===== config.mk =====
export PLATFORM = sky130hd
export DESIGN_NAME = int_claim_arbiter
export DESIGN_NICKNAME = d
export VERILOG_FILES = /design/src/rtl/int_claim_arbiter.sv
export SDC_FILE = /design/constraint.sdc
export NUM_CORES = 1
export LEC_CHECK = 0
export CAP_MARGIN = 25
export CORE_MARGIN = 10
export CORE_UTILIZATION = 50
export CTS_BUF_LIST = sky130_fd_sc_hd__clkbuf_2
export CTS_CLUSTER_DIAMETER = 80
export DETAILED_ROUTE_END_ITERATION = 8
export PLACE_DENSITY = 0.76
export REMOVE_ABC_BUFFERS = 1
export SLEW_MARGIN = 20
export SYNTH_ARGS = -nofsm -noshare
export SYNTH_HDL_FRONTEND = slang
export SYNTH_SLANG_ARGS = --single-unit

===== constraint.sdc =====
create_clock -name clock -period 15.4 [get_ports clock]
set_clock_uncertainty 0.1 [all_clocks]
set_input_delay 1.54 -clock clock [delete_from_list [all_inputs] [get_ports clock]]
set_output_delay 1.54 -clock clock [all_outputs]
set_load 0.05 [all_outputs]

===== src/rtl/int_claim_arbiter.sv =====
// int_claim_arbiter: interrupt gateway plus priority arbiter for a single hart.
//
// Ports:
//   clock, reset       sole clock; asynchronous active-low reset
//   int_in[N_SRC]      async interrupt lines, bit i = source ID i+1
//   edge_mode[N_SRC]   1 = rising-edge gateway, 0 = level gateway
//   enable[N_SRC]      per-source arbitration enable (does not clear pending)
//   prio               per-source priority, source i at [i*PRIO_W +: PRIO_W]
//   threshold          a source is eligible only when prio > threshold
//   irq_out            registered, high when claim_id != 0
//   claim_valid        claim strobe; claims the source named by claim_id
//   claim_id           registered winning source ID (0 = none)
//   complete_valid/id  completion strobe and the ID being completed
//
// Each line passes a 2-flop synchronizer (s1, s2), with s3 kept for rising-edge
// detection. A per-source gateway tracks IDLE/PENDING/INFLIGHT plus a 2-bit
// saturating count of edges seen while already pending or in flight.

module int_claim_gateway (
  input  logic clock,
  input  logic reset,
  input  logic s2,         // synchronized level
  input  logic rise,       // synchronized rising edge
  input  logic edge_mode,
  input  logic claim_hit,  // claim addressed to this source
  input  logic comp_hit,   // complete addressed to this source
  output logic arb_pend    // pending after this cycle's claim/complete
);

  typedef enum logic [1:0] {GW_IDLE, GW_PENDING, GW_INFLIGHT} gw_state_t;

  gw_state_t  st, st_n;
  logic [1:0] ecnt, ecnt_n;

  always_ff @(posedge clock or negedge reset) begin
    if (!reset) begin
      st   <= GW_IDLE;
      ecnt <= 2'd0;
    end else begin
      st   <= st_n;
      ecnt <= ecnt_n;
    end
  end

  always_comb begin
    st_n   = st;
    ecnt_n = ecnt;
    case (st)
      GW_IDLE: begin
        if (edge_mode ? rise : s2) st_n = GW_PENDING;
      end
      GW_PENDING: begin
        if (claim_hit) st_n = GW_INFLIGHT;
        if (edge_mode && rise && ecnt != 2'd3) ecnt_n = ecnt + 2'd1;
      end
      GW_INFLIGHT: begin
        if (comp_hit) begin
          if (edge_mode && ecnt != 2'd0) begin
            // Replay one banked edge; a coincident rise cancels the decrement.
            st_n = GW_PENDING;
            if (!rise) ecnt_n = ecnt - 2'd1;
          end else if (edge_mode && rise) begin
            st_n = GW_PENDING;
          end else begin
            // Level mode: a still-high line re-pends from IDLE on the next edge.
            st_n = GW_IDLE;
          end
        end else if (edge_mode && rise && ecnt != 2'd3) begin
          ecnt_n = ecnt + 2'd1;
        end
      end
      default: st_n = GW_IDLE;
    endcase
    if (!edge_mode) ecnt_n = 2'd0;
  end

  // Claim/complete effects are folded in so back-to-back claims never see a
  // stale winner; fresh arrivals from IDLE reach the arbiter one cycle later,
  // which gives the four-edge int_in -> irq_out latency.
  assign arb_pend = (st_n == GW_PENDING) && (st != GW_IDLE);

endmodule

module int_claim_arbiter #(
  parameter int N_SRC  = 5,
  parameter int PRIO_W = 3,
  parameter int ID_W   = 3
) (
  input  logic                    clock,
  input  logic                    reset,
  input  logic [N_SRC-1:0]        int_in,
  input  logic [N_SRC-1:0]        edge_mode,
  input  logic [N_SRC-1:0]        enable,
  input  logic [N_SRC*PRIO_W-1:0] prio,
  input  logic [PRIO_W-1:0]       threshold,
  output logic                    irq_out,
  input  logic                    claim_valid,
  output logic [ID_W-1:0]         claim_id,
  input  logic                    complete_valid,
  input  logic [ID_W-1:0]         complete_id
);

  logic [N_SRC-1:0] s1, s2, s3;
  logic [N_SRC-1:0] rise;
  logic [N_SRC-1:0] arb_pend;
  logic [ID_W-1:0]  best_n;
  logic [PRIO_W-1:0] best_p;

  always_ff @(posedge clock or negedge reset) begin
    if (!reset) begin
      s1 <= '0;
      s2 <= '0;
      s3 <= '0;
    end else begin
      s1 <= int_in;
      s2 <= s1;
      s3 <= s2;
    end
  end

  assign rise = s2 & ~s3;

  genvar g;
  generate
    for (g = 0; g < N_SRC; g++) begin : g_gw
      int_claim_gateway u_gw (
        .clock     (clock),
        .reset     (reset),
        .s2        (s2[g]),
        .rise      (rise[g]),
        .edge_mode (edge_mode[g]),
        .claim_hit (claim_valid && (claim_id == ID_W'(g + 1))),
        .comp_hit  (complete_valid && (complete_id == ID_W'(g + 1))),
        .arb_pend  (arb_pend[g])
      );
    end
  endgenerate

  // Seeding the running max with threshold enforces prio > threshold; strict
  // compare in ascending order hands ties to the lowest ID.
  always_comb begin
    best_n = '0;
    best_p = threshold;
    for (int i = 0; i < N_SRC; i++) begin
      if (arb_pend[i] && enable[i] && (prio[i*PRIO_W +: PRIO_W] > best_p)) begin
        best_p = prio[i*PRIO_W +: PRIO_W];
        best_n = ID_W'(i + 1);
      end
    end
  end

  always_ff @(posedge clock or negedge reset) begin
    if (!reset) begin
      claim_id <= '0;
      irq_out  <= 1'b0;
    end else begin
      claim_id <= best_n;
      irq_out  <= (best_n != '0);
    end
  end

endmodule


# Word level (Yosys, flattened, before mapping)
# Index checks and enable logic that the tools add are counted.
# W data, S select, Z words.
# word_totals
inputBits	40
wordCells	212
reg_bits	39
output_inout_bits	4
# op_classes
magnitude_cmp	5
add_sub_neg	10
n_mux	74
n_eq_ne	45
reduce_logical	61
n_bitwise	2
# ops
cell	n
$mux W2	46
$logic_and A1 B1 Y1	40
$ne A4 B4 Y1 const B	10
$pmux W2 S3	5
$mux W3	7
$eq A2 B1 Y1 const B	10
$pmux W2 S2	5
$reduce_bool A2 Y1	10
$gt A3 B3 Y1	5
$ne A3 B1 Y1 const B	5
$reduce_and A3 Y1	5
$eq A3 B2 Y1 const B	4
$eq A3 B3 Y1 const B	4
$mux W1	11
$add A2 B1 Y2 const B	5
$eq A2 B2 Y1 const B	5
$logic_not A2 Y1	5
$ne A2 B2 Y1 const B	5
$sub A2 B1 Y2 const B	5
$eq A3 B1 Y1 const B	2
$and A5 B5 Y5	1
$not A5 Y5	1
$reduce_bool A3 Y1	1

# Depth between registers and ports, before layout
# Gate-level depths: netlist of the first run.
# logic_depth
depth_word	25
mapped_depth	35
mapped_depth_nobuf	35

# Modules after synthesis
# Synthesis of the first run repeated with hierarchy kept, for this count alone.
# unflattened
cells_unflattened	339
hier_area_um2	2939.1
# by_module_without_submodules
mod	cells_per_inst	seq_area_each_um2	area_per_inst_um2	n_inst
int_claim_gateway	40	100.1	316.6	5
int_claim_arbiter	139	475.5	1356.3	1

# Worst setup path before layout of the first run
# Ideal clock, no wire load.
# synth_timing
kind	input port to flip-flop
from	input threshold[2]
to	register claim_id[1]
setup_time_ps	119
path_slack_ps	8386
n_path_buf	0
path_stages	32
t_arrival_ps	6795
required_time_ps	15181
path_cell_list	inv_1 ha_1 nand3_1 o211ai_1 nor2_1 nand2_1 o21ai_0 ha_1 o21ai_0 o221ai_1 a21boi_1 mux2_2 ha_1 nor2_1 nor2_1 nor4bb_1 o221a_1 o21a_1 mux2_4 ha_1 nand3_1 o211ai_1 nor3_1 nand2_1 mux2_4 ha_1 nand3_1 o211ai_1 nor3_1 nand2_1 nand2_1 nor2_1
# synth_via
elab_chain_cells	15
elab_cells_between_ends	18
classes_between	order compare (5); mux (8); reduce/logical (5)
# synth_lines
item	line	source
start, declared	95	input logic [PRIO_W-1:0] threshold,
$gt A3 B3 Y1	145	if (arb_pend[i] && enable[i] && (prio[i*PRIO_W +: PRIO_W] > best_p)) begin
$logic_and A1 B1 Y1	145	
$mux W3 *	145	
$gt A3 B3 Y1	145	
$logic_and A1 B1 Y1	145	
$mux W3	145	
$gt A3 B3 Y1	145	
$logic_and A1 B1 Y1	145	
$mux W3	145	
$gt A3 B3 Y1	145	
$logic_and A1 B1 Y1	145	
$mux W3	145	
$gt A3 B3 Y1	145	
$logic_and A1 B1 Y1	145	
$mux W3 *	145	
via best_n[1]	106	logic [ID_W-1:0] best_n;
end signal, assigned	157	claim_id <= best_n;
end, declared	98	output logic [ID_W-1:0] claim_id,
# The timed path passes the listed nets; every way through them passes the cells marked *.
# A chain may end at the register's enable or synchronous reset.

# Final worst setup path of the first run
# layout_timing
from	input claim_valid
to	register claim_id[1]
# layout_via
elab_chain_cells	20
elab_cells_between_ends	47
classes_between	order compare (4); eq/ne (5); mux (18); reduce/logical (20)
# layout_lines
item	line	source
start, declared	97	input logic claim_valid,
$logic_and A1 B1 Y1 *	132	.claim_hit (claim_valid && (claim_id == ID_W'(g + 1))),
$mux W2 *	53	if (claim_hit) st_n = GW_INFLIGHT;
$pmux W2 S3 *	48	case (st)
via g_gw[0].u_gw.st_n[0]	32	gw_state_t st, st_n;
$eq A2 B1 Y1 *	80	assign arb_pend = (st_n == GW_PENDING) && (st != GW_IDLE);
$logic_and A1 B1 Y1 *	80	
$logic_and A1 B1 Y1 * (2 in series)	145	
$mux W3 *	145	
[5 not listed]	--	
$mux W3	145	
$gt A3 B3 Y1	145	
$logic_and A1 B1 Y1	145	
$mux W3	145	
$gt A3 B3 Y1	145	
$logic_and A1 B1 Y1	145	
$mux W3 *	145	
via best_n[1]	106	
# Marked as above.

==> results of run 1 <==
[registers in the layout (all words and copies together), names as in the netlist]
register        count
s3                  5
s1                  5
claim_id            3
g_gw.u_gw.ecnt     10
irq_out             1
s2                  5
g_gw.u_gw.st       10
[through the flow]
| stage | instances | setup WS (ns) | instance area, µm² | util, % |
|---|---|---|---|---|
| after global placement | 413 | 7.567 | 3193 | 62.12 |
| after floorplan | 300 | 8.386 | 2680 | - |
| after CTS | 421 | 7.846 | 3231 | 62.85 |
| after detailed placement | 413 | 7.428 | 3193 | 62.12 |
| after global routing | 421 | 7.127 | 3231 | 62.85 |
| final | 421 | 7.833 | 3231 | 62.85 |
[cell type report]
class	instances	area share, %
Inverter	31	3.602
Multi-Input combinational cell	230	49.15
Sequential cell	39	30.21
Timing Repair Buffer	43	13.17
Clock inverter	2	0.2324
Clock buffer	6	0.9295
Tap cell	70	2.711
[synth_stat cells (all sizes together), types with 6 or more instances]
| master | instances |
|---|---|
| inv | 31 |
| o21ai | 25 |
| and2 | 6 |
| o22ai | 8 |
| a21oi | 21 |
| dfrtp | 39 |
| nand2 | 29 |
| nand3 | 10 |
| nor2 | 12 |
| ha | 21 |
| nand2b | 6 |
| nor2b | 15 |
[power by group through the flow]
stage	registers, W	logic, W	clock network [W]
after floorplan	0.000154	0.000112	0
after global placement	0.000145	0.000167	0
after detailed placement	0.000145	0.000170	0
after CTS	0.000143	0.000171	0.0000461
after global routing	0.000147	0.000192	0.0000515
final	0.000143	0.000172	0.0000439
[layer usage]
layer	share of wire (%)	GRT usage, %
met5	0	0
met4	1.0	3.985
met3	5.7	3.597
met2	45	23.36
met1	48	17.55
[logic make-up (layout without fill, tap and decap cells)]
| kind of cell | Yosys count | count (layout) | share of synthesized area (%) |
|---|---|---|---|
| simple gates | 104 | 104 | 21.90 |
| compound gates | 92 | 92 | 22.46 |
| mux | 7 | 7 | 3.035 |
| fa+ha+maj | 22 | 22 | 10.22 |
| buf+inv | 31 | 82 | 4.342 |
| flops | 39 | 39 | 36.41 |
| xor+xnor | 5 | 5 | 1.634 |
[how the worst max path moves through the flow]
stage	start	to	slack (ns)	depth (start not counted)
6_report	claim_valid	claim_id[1]	7.83	32
5_1_grt	claim_valid	claim_id[1]	7.13	32
4_1_cts	claim_valid	claim_id[1]	7.85	32
3_5_place_dp	claim_valid	claim_id[1]	7.43	32
3_3_place_gp	threshold[2]	claim_id[1]	7.57	33
2_1_floorplan	threshold[2]	claim_id[1]	8.39	32
[layout by cell type (no fill, tap or decap), types with 4 or more instances in the layout]
| master | synthesis | final |
|---|---|---|
| sky130_fd_sc_hd__ha_1 | 21 | 21 |
| sky130_fd_sc_hd__and2_1 | 5 | 5 |
| sky130_fd_sc_hd__nor2b_1 | 15 | 15 |
| sky130_fd_sc_hd__xnor2_1 | 5 | 5 |
| sky130_fd_sc_hd__nand2b_1 | 6 | 6 |
| sky130_fd_sc_hd__clkdlybuf4s50_1 | 0 | 42 |
| sky130_fd_sc_hd__nand3b_1 | 5 | 5 |
| sky130_fd_sc_hd__mux2i_1 | 4 | 4 |
| sky130_fd_sc_hd__nor2_1 | 12 | 12 |
| sky130_fd_sc_hd__a21oi_1 | 21 | 21 |
| sky130_fd_sc_hd__dfrtp_1 | 39 | 39 |
| sky130_fd_sc_hd__clkbuf_2 | 0 | 6 |
| sky130_fd_sc_hd__nor3_1 | 4 | 4 |
| sky130_fd_sc_hd__inv_1 | 30 | 30 |
| sky130_fd_sc_hd__o22ai_1 | 8 | 8 |
| sky130_fd_sc_hd__nand2_1 | 29 | 29 |
| sky130_fd_sc_hd__a21o_1 | 5 | 5 |
| sky130_fd_sc_hd__nand3_1 | 10 | 10 |
| sky130_fd_sc_hd__a22o_1 | 5 | 5 |
| sky130_fd_sc_hd__o21ai_0 | 22 | 22 |
[worst reg2reg max path: cells and delay by family (launching register included)]
family          cells  cell delay (ns)
fa+ha+maj           4             1.11
simple gates       15             1.97
mux                 3             1.05
flops               1             0.50
compound gates      9             1.57
==> summary.md, run 1 <==
| Metric | Value |
|---|---|
| Cell repeated most along the worst path | sky130_fd_sc_hd__nand2_1 |
| Clock share of power | 12.2% |
| Synth async-reset ratio | 100.0% |
| Required time of the critical path | 15.60 ns |
| Number of antenna violations at the first check in global routing | 0 |
| Final hold viol count | 0 |
| Area Growth Syn to Fin | 20.54% |
| Largest net degree at the start of global routing | 40 |
| Multi-input logic area | 1588 µm² |
| Yosys reg bits | 39 |
| Setup slack of the most critical reg-to-reg path | 9.01 ns |
| DRC violations left | 0 |
| Final Max Slew Viols | 0 |
| Hold slack final | 0.2724 ns |
| Final GP Congestion | 0.9204 |
| Area of the mapped netlist | 2680 µm² |
| Share of layout cells above drive strength 1 | 4.843% |
| Clock root buffer | sky130_fd_sc_hd__clkbuf_2 |
| Cell taking the most area after synthesis | sky130_fd_sc_hd__dfrtp_1 |
| Net Switching | 0.0001497 W |
| Chip height | 93.21 µm |
| Hold EP | s2[2] |
| Clock transition at path regs | 0.20 ns |
| Combinational group share of total power | 47.8% |
| Number of setup violations in the final report | 0 |
| Overall Global Routing Usage | 14.05% |
| DR iter-0 viols | 153 |
| Maximum vdd ir drop | 70.90 µV |
| Global-route wire length before repair | 10200 µm |
| Via count normalized by instance count | 5.575 |
| Most used flip-flop cell after synthesis | sky130_fd_sc_hd__dfrtp_1 |
| Layout fillers | 439 |
| Largest cells by area after synthesis | sky130_fd_sc_hd__dfrtp_1, sky130_fd_sc_hd__ha_1, sky130_fd_sc_hd__inv_1 |
| Yosys top cell area share | 36.41% |
| Sort of element at the start of the critical path | input port |
| Count of flip-flops with a built-in enable after synthesis | 0 |
| Final Cycle Share | 49.13% |
| Type of destination of the critical path | flop |
| Gr ovfl total | 0 |
| Peak Freq | 132.2 MHz |
| Placement Rows | 26 |
| IO Count | 44 |
| Number of antenna cells inserted | 0 |
| Number of buffer and inverter instances along the worst setup path | 1 |
| Total CTS buffers | 5 |
| Total number of vias | 2347 |
| Hold bufs inserted after CTS | 0 |
| PD cells | 111.1 nW/µm² |
| Source-to-sink clock delay at the later pin of the worst-skew pair | 0.38 ns |
| DIE WIDTH | 93.21 µm |
| Number of instances on the worst hold path | 0 |
| Seq pwr share | 39.9% |
| Number of global-route vias before repair | 2320 |
| Fraction of power spent switching nets | 41.72% |
| Critical Path Slowest Stage Cell | sky130_fd_sc_hd__clkdlybuf4s50_1 |
| Crit path time final | 7.567 ns |
| Starting Density | 52.14% |
| Number of buffers on the longest clock path | 2 |
| Count of nets after finishing | 411 |
| Transition time at the pin with the least slew margin | 0.9278 ns |
| First-pass iteration count of the detailed router | 4 |
| Antenna Nets Post-Route | 0 |
| Estimated wirelength of the detail-placed design | 4648 µm |
| Post-synthesis cell count | 300 |
| H-tree levels | 2 |
| Core Box Area | 5140 µm² |
| Max_slew headroom | 37.30% |
| Worst hold path class | flop to flop |
| Category of cells accounting for the largest share of critical-path delay | simple AND/OR/NAND/NOR gates |
| Yosys cell types | 49 |
| IO buf count | 43 |
| Synthesized area per cell | 8.934 µm² |
| Number of max-cap violations | 0 |
| Sequential cell area | 975.9 µm² |
| Pleak | 1.448 nW |
| Post-DR wirelength/cell | 14.02 µm |
| Classification of the worst setup path | input port to flop |
| Fraction of the yosys area taken by sequential cells | 36.41% |
| Synth warnings | 0 |
| Internal Pwr Total | 0.0002092 W |
| Reg-to-Reg Start | claim_id[2] |
| PnR Total Power | 0.0003589 W |
| RSZ-0062 raised after global routing | false |
| Startpoint of the worst hold path | s1[2] |
| Endpoint of the worst register-to-register path | claim_id[1] |
| Die Area | 8688 µm² |
| TritonCTS clock tree | built |
| Routed wire length | 5902 µm |
| Max FO, Critical Path | 7 |
| Quantity of gates resized following cts | 0 |
| Run status | complete, no violations |
| Longest individual stage delay on the worst path | 0.51 ns |
| CTS sink count | 39 |
| Sum of negative setup slack | 0 ns |
| Length in cells of the worst reg-to-reg path | 31 |
| Postcts setup bufs | 0 |
| Arrival time of data at the critical path endpoint | 7.77 ns |
(Power assumes the default switching activity.)
==> inputs of run 2 (changes only) <==
==> constraint.sdc (replaced) <==
create_clock -name clock -period 7.28 [get_ports clock]
set_clock_uncertainty 0.1 [all_clocks]
set_input_delay 0.728 -clock clock [delete_from_list [all_inputs] [get_ports clock]]
set_output_delay 0.728 -clock clock [all_outputs]
set_load 0.05 [all_outputs]
==> run 2 against run 1 <==
Power rose by 120%. Sequential power rose by 110%. Cell area rose by 1.1%. Global-route usage rose by 0.46 points. Combinational power rose by 110%. Via count barely moved. Die area did not move. Hold slack improved by 0.0016 ns. Cell count did not move. Largest cell class unchanged. Largest power group unchanged.
==> summary.md, run 2 (synthesis gave the netlist of run 1 again) <==
| Metric | Value |
|---|---|
| Maximum vdd ir drop | 192.0 µV (was 70.90 µV) |
| Highest-count cells in the layout ignoring fill and taps | sky130_fd_sc_hd__clkdlybuf4s50_1, sky130_fd_sc_hd__dfrtp_1, sky130_fd_sc_hd__inv_1, sky130_fd_sc_hd__nand2_1 (was sky130_fd_sc_hd__clkdlybuf4s50_1, sky130_fd_sc_hd__dfrtp_1, sky130_fd_sc_hd__inv_1, sky130_fd_sc_hd__nand2_1, sky130_fd_sc_hd__o21ai_0) |
| First-pass iteration count of the detailed router | 4 (unchanged) |
| Die Area | 8688 µm² (unchanged) |
| Starting Density | 52.14% (unchanged) |
| Via count normalized by instance count | 5.570 (was 5.575) |
| Overall Global Routing Usage | 14.51% (was 14.05%) |
| Sort of element at the start of the critical path | input port (unchanged) |
| Antenna Nets Post-Route | 0 (unchanged) |
| Worst hold path class | flop to flop (unchanged) |
| Run status | complete, no violations (unchanged) |
| Number of global-route vias before repair | 2340 (was 2320) |
| IO Count | 44 (unchanged) |
| CTS sink count | 39 (unchanged) |
| Final hold viol count | 0 (unchanged) |
| Most common cell after layout, fill and taps aside | sky130_fd_sc_hd__clkdlybuf4s50_1 (unchanged) |
| Final Max Slew Viols | 0 (unchanged) |
| Share of layout cells above drive strength 1 | 5.698% (was 4.843%) |
| Arrival time of data at the critical path endpoint | 6.95 ns (was 7.77 ns) |
| Regs by FF count | g_gw.u_gw.ecnt: 10 flops, g_gw.u_gw.st: 10 flops (unchanged) |
| Final GP Congestion | 0.9204 (unchanged) |
| Count of nets after finishing | 411 (unchanged) |
| Max FO, Critical Path | 7 (unchanged) |
| Number of buffers on the longest clock path | 2 (unchanged) |
| Source-to-sink clock delay at the later pin of the worst-skew pair | 0.40 ns (was 0.38 ns) |
| Pleak | 1.462 nW (was 1.448 nW) |
| Instance count after placement with tap cells included | 413 (unchanged) |
| Number of max-cap violations | 0 (unchanged) |
| PD cells | 245.3 nW/µm² (was 111.1 nW/µm²) |
| H-tree levels | 2 (unchanged) |
| Postcts setup bufs | 0 (unchanged) |
| Classification of the worst setup path | input port to flop (unchanged) |
| DRC violations left | 0 (unchanged) |
| Cell repeated most along the worst path | sky130_fd_sc_hd__ha_1 (was sky130_fd_sc_hd__nand2_1) |
| Area Growth Syn to Fin | 21.85% (was 20.54%) |
| Crit path time final | 6.723 ns |
| Layout fillers | 446 (was 439) |
| Number of antenna violations at the first check in global routing | 0 (unchanged) |
| Routed wire length | 5909 µm (was 5902 µm) |
| Number of buffer and inverter instances along the worst setup path | 2 (was 1) |
| DR iter-0 viols | 100 (was 153) |
| Post-DR wirelength/cell | 14.04 µm (was 14.02 µm) |
| Required time of the critical path | 7.51 ns (was 15.60 ns) |
| Category of cells accounting for the largest share of critical-path delay | simple AND/OR/NAND/NOR gates (unchanged) |
| Largest net degree at the start of global routing | 40 (unchanged) |
| Number of setup violations in the final report | 0 (unchanged) |
| Placed standard-cell area | 3193 µm² (unchanged) |
| Number of antenna cells inserted | 0 (unchanged) |
| Final Cycle Share | 92.35% |
| Type of destination of the critical path | flop (unchanged) |
| Clock root buffer | sky130_fd_sc_hd__clkbuf_2 (unchanged) |
| TritonCTS clock tree | built (unchanged) |
| Sum of negative setup slack | 0 ns (unchanged) |
| Final std cell area, no fill | 3266 µm² (was 3231 µm²) |
| Core Box Area | 5140 µm² (unchanged) |
| Clock transition at path regs | 0.21 ns (was 0.20 ns) |
| Estimated wirelength of the detail-placed design | 4655 µm (was 4648 µm) |
| Placement Rows | 26 (unchanged) |
| Gr ovfl total | 0 (unchanged) |
| Total number of vias | 2345 (was 2347) |
| Chip height | 93.21 µm (unchanged) |
| IO buf count | 43 (unchanged) |
| Max_slew headroom | 38.80% (was 37.30%) |
| Peak Freq | 148.7 MHz |
| Hold slack final | 0.2740 ns (was 0.2724 ns) |
| DIE WIDTH | 93.21 µm (unchanged) |
| Transition time at the pin with the least slew margin | 0.9057 ns (was 0.9278 ns) |
| Critical Path Slowest Stage Cell | sky130_fd_sc_hd__clkdlybuf4s50_1 (unchanged) |
| Global-route wire length before repair | 10450 µm (was 10200 µm) |
| Post-route non-filler standard cell count | 421 (unchanged) |
| Total CTS buffers | 5 (unchanged) |
| Longest individual stage delay on the worst path | 0.48 ns (was 0.51 ns) |
run 2: cell count changes in the layout (fill, tap and decap cells not counted), sizes merged:
cell and delta:
bufinv +1, clkbuf -1
run 2: power by group:
part | total (W) | switching [W] | leakage (nW) | internal, W
Combinational | 0.000369 | 0.000204 | 0.937 | 0.000165
Sequential | 0.000303 | 0.0000460 | 0.485 | 0.000257
Clock | 0.000129 | 0.0000726 | 0.0404 | 0.0000565
Total | 0.000801 | 0.000322 | 1.46 | 0.000479
run 2: cell type report:
type                            count  area, µm²  share of cell area [%]
Clock inverter                      3      38.79                   1.188
Sequential cell                    39      975.9                   29.89
Timing Repair Buffer               43      425.4                   13.03
Inverter                           31      116.4                   3.563
Multi-Input combinational cell    230       1597                   48.89
Tap cell                           70      87.58                   2.682
Clock buffer                        5      25.02                  0.7663
run 2: metal layers:
layer	global-route usage (%)	up-vias	part of all wire (%)
met4	4.242	0	1.1
li1	-	1185	-
met2	23.95	50	46
met1	18.20	1103	48
met5	0	-	0
met3	3.757	7	5.0
run 2: worst register-to-register path, delay by kind of cell (launching register included):
kind / cells / cell delay (ns)
multiplexers: 3 / 1.02
AND/OR/NAND/NOR: 15 / 2.09
adder cells (fa/ha/maj): 4 / 1.09
AO/OA/AOI/OAI: 9 / 1.46
flip-flops: 1 / 0.50
run 2: path summary, 6_finish.rpt:
check | start | cells past startpoint | slack (ns) | to
max in group asynchronous | reset | 1 | 6.23 | g_gw[4].u_gw.ecnt[1]
min in group asynchronous | reset | 1 | 0.29 | irq_out
min reg2reg | s1[2] | 0 | 0.27 | s2[2]
max | threshold[2] | 34 | 0.56 | claim_id[1]
min | s1[2] | 0 | 0.27 | s2[2]
max reg2reg | claim_id[2] | 31 | 0.94 | claim_id[1]
run 2: through the flow:
stage | power (W) | utilization (%) | setup slack, ns
after CTS | 0.0008004 | 63.36 | 0.5359
after detailed placement | 0.0006672 | 62.12 | 0.1016
final | 0.0008011 | 63.53 | 0.5569
after global placement | 0.0006602 | 62.12 | 0.2592
after global routing | 0.0008701 | 63.53 | -0.008789
after floorplan | 0.0005619 | - | 1.078
run 2: what timing repair did:
| action | CTS | global route |
|---|---|---|
| gates resized for setup | 0 | 3 |
| hold buffers | 0 | 0 |
| endpoints found under the setup margin | 0 | 2 |
==> inputs of run 3 (changes only) <==
--- a/config.mk
+++ b/config.mk
@@ -7,13 +7,14 @@
 export LEC_CHECK = 0
 export CAP_MARGIN = 25
 export CORE_MARGIN = 10
-export CORE_UTILIZATION = 50
+export CORE_UTILIZATION = 55
 export CTS_BUF_LIST = sky130_fd_sc_hd__clkbuf_2
 export CTS_CLUSTER_DIAMETER = 80
 export DETAILED_ROUTE_END_ITERATION = 8
-export PLACE_DENSITY = 0.76
+export PLACE_DENSITY = 0.82
 export REMOVE_ABC_BUFFERS = 1
 export SLEW_MARGIN = 20
 export SYNTH_ARGS = -nofsm -noshare
 export SYNTH_HDL_FRONTEND = slang
 export SYNTH_SLANG_ARGS = --single-unit
+export TNS_END_PERCENT = 5
==> run 3 against run 2 <==
Flip-flop and latch count is the same. Power decreased by 3.2%. Cell count shrank 0.48%. Critical endpoint unchanged. Largest power group unchanged.
==> summary.md, run 3 (synthesis gave the netlist of run 1 again) <==
| Metric | Value |
|---|---|
| Number of antenna violations at the first check in global routing | 0 (unchanged) |
| Final Cycle Share | 93.23% (was 92.35%) |
| Number of setup violations in the final report | 0 (unchanged) |
| Routed wire length | 6088 µm (was 5909 µm) |
| Peak Freq | 147.3 MHz (was 148.7 MHz) |
| Post-DR wirelength/cell | 14.53 µm (was 14.04 µm) |
| Chip height | 89.81 µm (was 93.21 µm) |
| Metal1 wirelength | 2756 µm (was 2845 µm) |
| Number of global-route vias before repair | 2368 (was 2340) |
| Final std cell area, no fill | 3246 µm² (was 3266 µm²) |
| DIE WIDTH | 89.81 µm (was 93.21 µm) |
| Overall Global Routing Usage | 14.89% (was 14.51%) |
| Via count normalized by instance count | 5.604 (was 5.570) |
| First-pass iteration count of the detailed router | 4 (unchanged) |
| Starting Density | 56.74% (was 52.14%) |
| Pleak | 1.456 nW (was 1.462 nW) |
| Setup slack of the most critical reg-to-reg path | 0.96 ns (was 0.94 ns) |
| Highest metal layer with signal wires | met4 (unchanged) |
| Required time of the critical path | 7.49 ns (was 7.51 ns) |
| Sum of negative setup slack | 0 ns (unchanged) |
| Clock root buffer | sky130_fd_sc_hd__clkbuf_2 (unchanged) |
| Max_slew headroom | 41.64% (was 38.80%) |
| IO buf count | 43 (unchanged) |
| Critical Path Slowest Stage Cell | sky130_fd_sc_hd__clkdlybuf4s50_1 (unchanged) |
| Post-layout util | 68.72% (was 63.53%) |
| Type of destination of the critical path | flop (unchanged) |
| Highest-count cells in the layout ignoring fill and taps | sky130_fd_sc_hd__clkdlybuf4s50_1, sky130_fd_sc_hd__dfrtp_1, sky130_fd_sc_hd__inv_1, sky130_fd_sc_hd__nand2_1, sky130_fd_sc_hd__o21ai_0 (was sky130_fd_sc_hd__clkdlybuf4s50_1, sky130_fd_sc_hd__dfrtp_1, sky130_fd_sc_hd__inv_1, sky130_fd_sc_hd__nand2_1) |
| Longest individual stage delay on the worst path | 0.47 ns (was 0.48 ns) |
| Placement Rows | 25 (was 26) |
| Sort of element at the start of the critical path | input port (unchanged) |
| Routed wire length on met3 | 267 µm (was 298 µm) |
| Post-route non-filler standard cell count | 419 (was 421) |
| Die Area | 8065 µm² (was 8688 µm²) |
| Hold bufs inserted after CTS | 0 (unchanged) |
| H-tree levels | 2 (unchanged) |
| Run status | complete, no violations (unchanged) |
| Estimated wirelength of the detail-placed design | 4846 µm (was 4655 µm) |
| Area Growth Syn to Fin | 21.10% (was 21.85%) |
| Final GP Congestion | 0.8215 (was 0.9204) |
| Most common cell after layout, fill and taps aside | sky130_fd_sc_hd__clkdlybuf4s50_1 (unchanged) |
| Number of antenna cells inserted | 0 (unchanged) |
| Cell repeated most along the worst path | sky130_fd_sc_hd__ha_1 (unchanged) |
| Placed standard-cell area | 3197 µm² (was 3193 µm²) |
| Hold EP | s2[3] (was s2[2]) |
| Source-to-sink clock delay at the later pin of the worst-skew pair | 0.41 ns (was 0.40 ns) |
| TritonCTS clock tree | built (unchanged) |
| Largest net degree at the start of global routing | 40 (unchanged) |
| Crit path setup slack, layout | 0.4930 ns (was 0.5569 ns) |
| Core Box Area | 4723 µm² (was 5140 µm²) |
| Final hold viol count | 0 (unchanged) |
| Clock transition at path regs | 0.22 ns (was 0.21 ns) |
| Arrival time of data at the critical path endpoint | 7.00 ns (was 6.95 ns) |
| Length in cells of the worst reg-to-reg path | 31 (unchanged) |
| Number of buffers on the longest clock path | 2 (unchanged) |
| Number of instances on the worst hold path | 0 (unchanged) |
| Number of max-cap violations | 0 (unchanged) |
| Gr ovfl total | 0 (unchanged) |
| Crit path time final | 6.787 ns (was 6.723 ns) |
| DRC violations left | 0 (unchanged) |
| CTS sink count | 39 (unchanged) |
| Regs by FF count | g_gw.u_gw.ecnt: 10 flops, g_gw.u_gw.st: 10 flops (unchanged) |
| Max FO, Critical Path | 7 (unchanged) |
| Instance count after placement with tap cells included | 411 (was 413) |
| IO Count | 44 (unchanged) |
| Total CTS buffers | 5 (unchanged) |
| Maximum vdd ir drop | 130.8 µV (was 192.0 µV) |
| Total number of vias | 2348 (was 2345) |
| DR iter-0 viols | 125 (was 100) |
| PD cells | 238.9 nW/µm² (was 245.3 nW/µm²) |
| Endpoint of the worst register-to-register path | claim_id[1] (unchanged) |
| Transition time at the pin with the least slew margin | 0.8754 ns (was 0.9057 ns) |
| DP Worst Slack | 0.06370 ns (was 0.1016 ns) |
| Global-route wire length before repair | 10310 µm (was 10450 µm) |
| Share of layout cells above drive strength 1 | 5.966% (was 5.698%) |
| Startpoint of the worst hold path | s1[3] (was s1[2]) |
| Met2 routed WL | 2988 µm (was 2700 µm) |
| Antenna Nets Post-Route | 0 (unchanged) |
| Classification of the worst setup path | input port to flop (unchanged) |
| Count of nets after finishing | 412 (was 411) |
| Final Max Slew Viols | 0 (unchanged) |
| Reg-to-Reg Start | claim_id[1] (was claim_id[2]) |
| Worst hold path class | flop to flop (unchanged) |
## run 3: cell types whose count changed in the layout (fill, tap and decap cells not counted), sizes merged
| cell | before | now |
|---|---|---|
| bufinv | 1 | 0 |
| buf | 1 | 2 |
| clkbuf | 5 | 6 |
## run 3: critical path: cells and delay by family
kind,cells,cell delay (ns)
compound gates,9,1.52
fa+ha+maj,5,1.42
buf+inv,2,0.54
mux,3,1.02
simple gates,14,1.80
## run 3: metal layers
| layer | vias up | global-route usage (%) |
|---|---|---|
| met5 | - | 0 |
| met4 | 0 | 4.582 |
| met3 | 9 | 3.907 |
| met2 | 48 | 26.03 |
| met1 | 1105 | 17.26 |
| li1 | 1186 | - |
## run 3: worst max-delay path by stage
stage	start	to	slack, ns	cells after the start
finish	threshold[2]	claim_id[1]	0.49	33
global route	threshold[2]	claim_id[1]	-0.03	33
CTS	threshold[2]	claim_id[1]	0.46	33
detailed placement	threshold[2]	claim_id[1]	0.06	33
global placement	threshold[2]	claim_id[1]	0.30	33
floorplan	threshold[2]	claim_id[1]	1.08	32
## run 3: repair_timing
| item | CTS | global route |
|---|---|---|
| buffers inserted | 0 | 0 |
| setup endpoints to repair | 0 | 3 |
| gates resized for setup | 0 | 2 |
## run 3: stage by stage
step | hold slack [ns] | power [W]
2_1_floorplan | 0.2312 | 0.0005619
3_3_place_gp | 0.2358 | 0.0006630
3_5_place_dp | 0.2370 | 0.0006759
4_1_cts | 0.2541 | 0.0007769
5_1_grt | 0.2440 | 0.0008409
6_report | 0.2555 | 0.0007755
## run 3: layout make-up
cell class                 count  area [µm²]
multi-input combinational    230        1594
timing repair buffer          44       432.9
fill                         382        1478
inverter                      31       116.4
clock buffer                   6       30.03
clock inverter                 2       12.51
sequential                    39       975.9
tap                           67       83.83
## run 3: power by group
group	internal (W)	switching (W)	total, W	leakage, nW
combinational	0.000167	0.000204	0.000372	0.941
sequential	0.000257	0.0000473	0.000304	0.485
clock	0.0000248	0.0000744	0.0000992	0.0306
total	0.000449	0.000326	0.000775	1.46
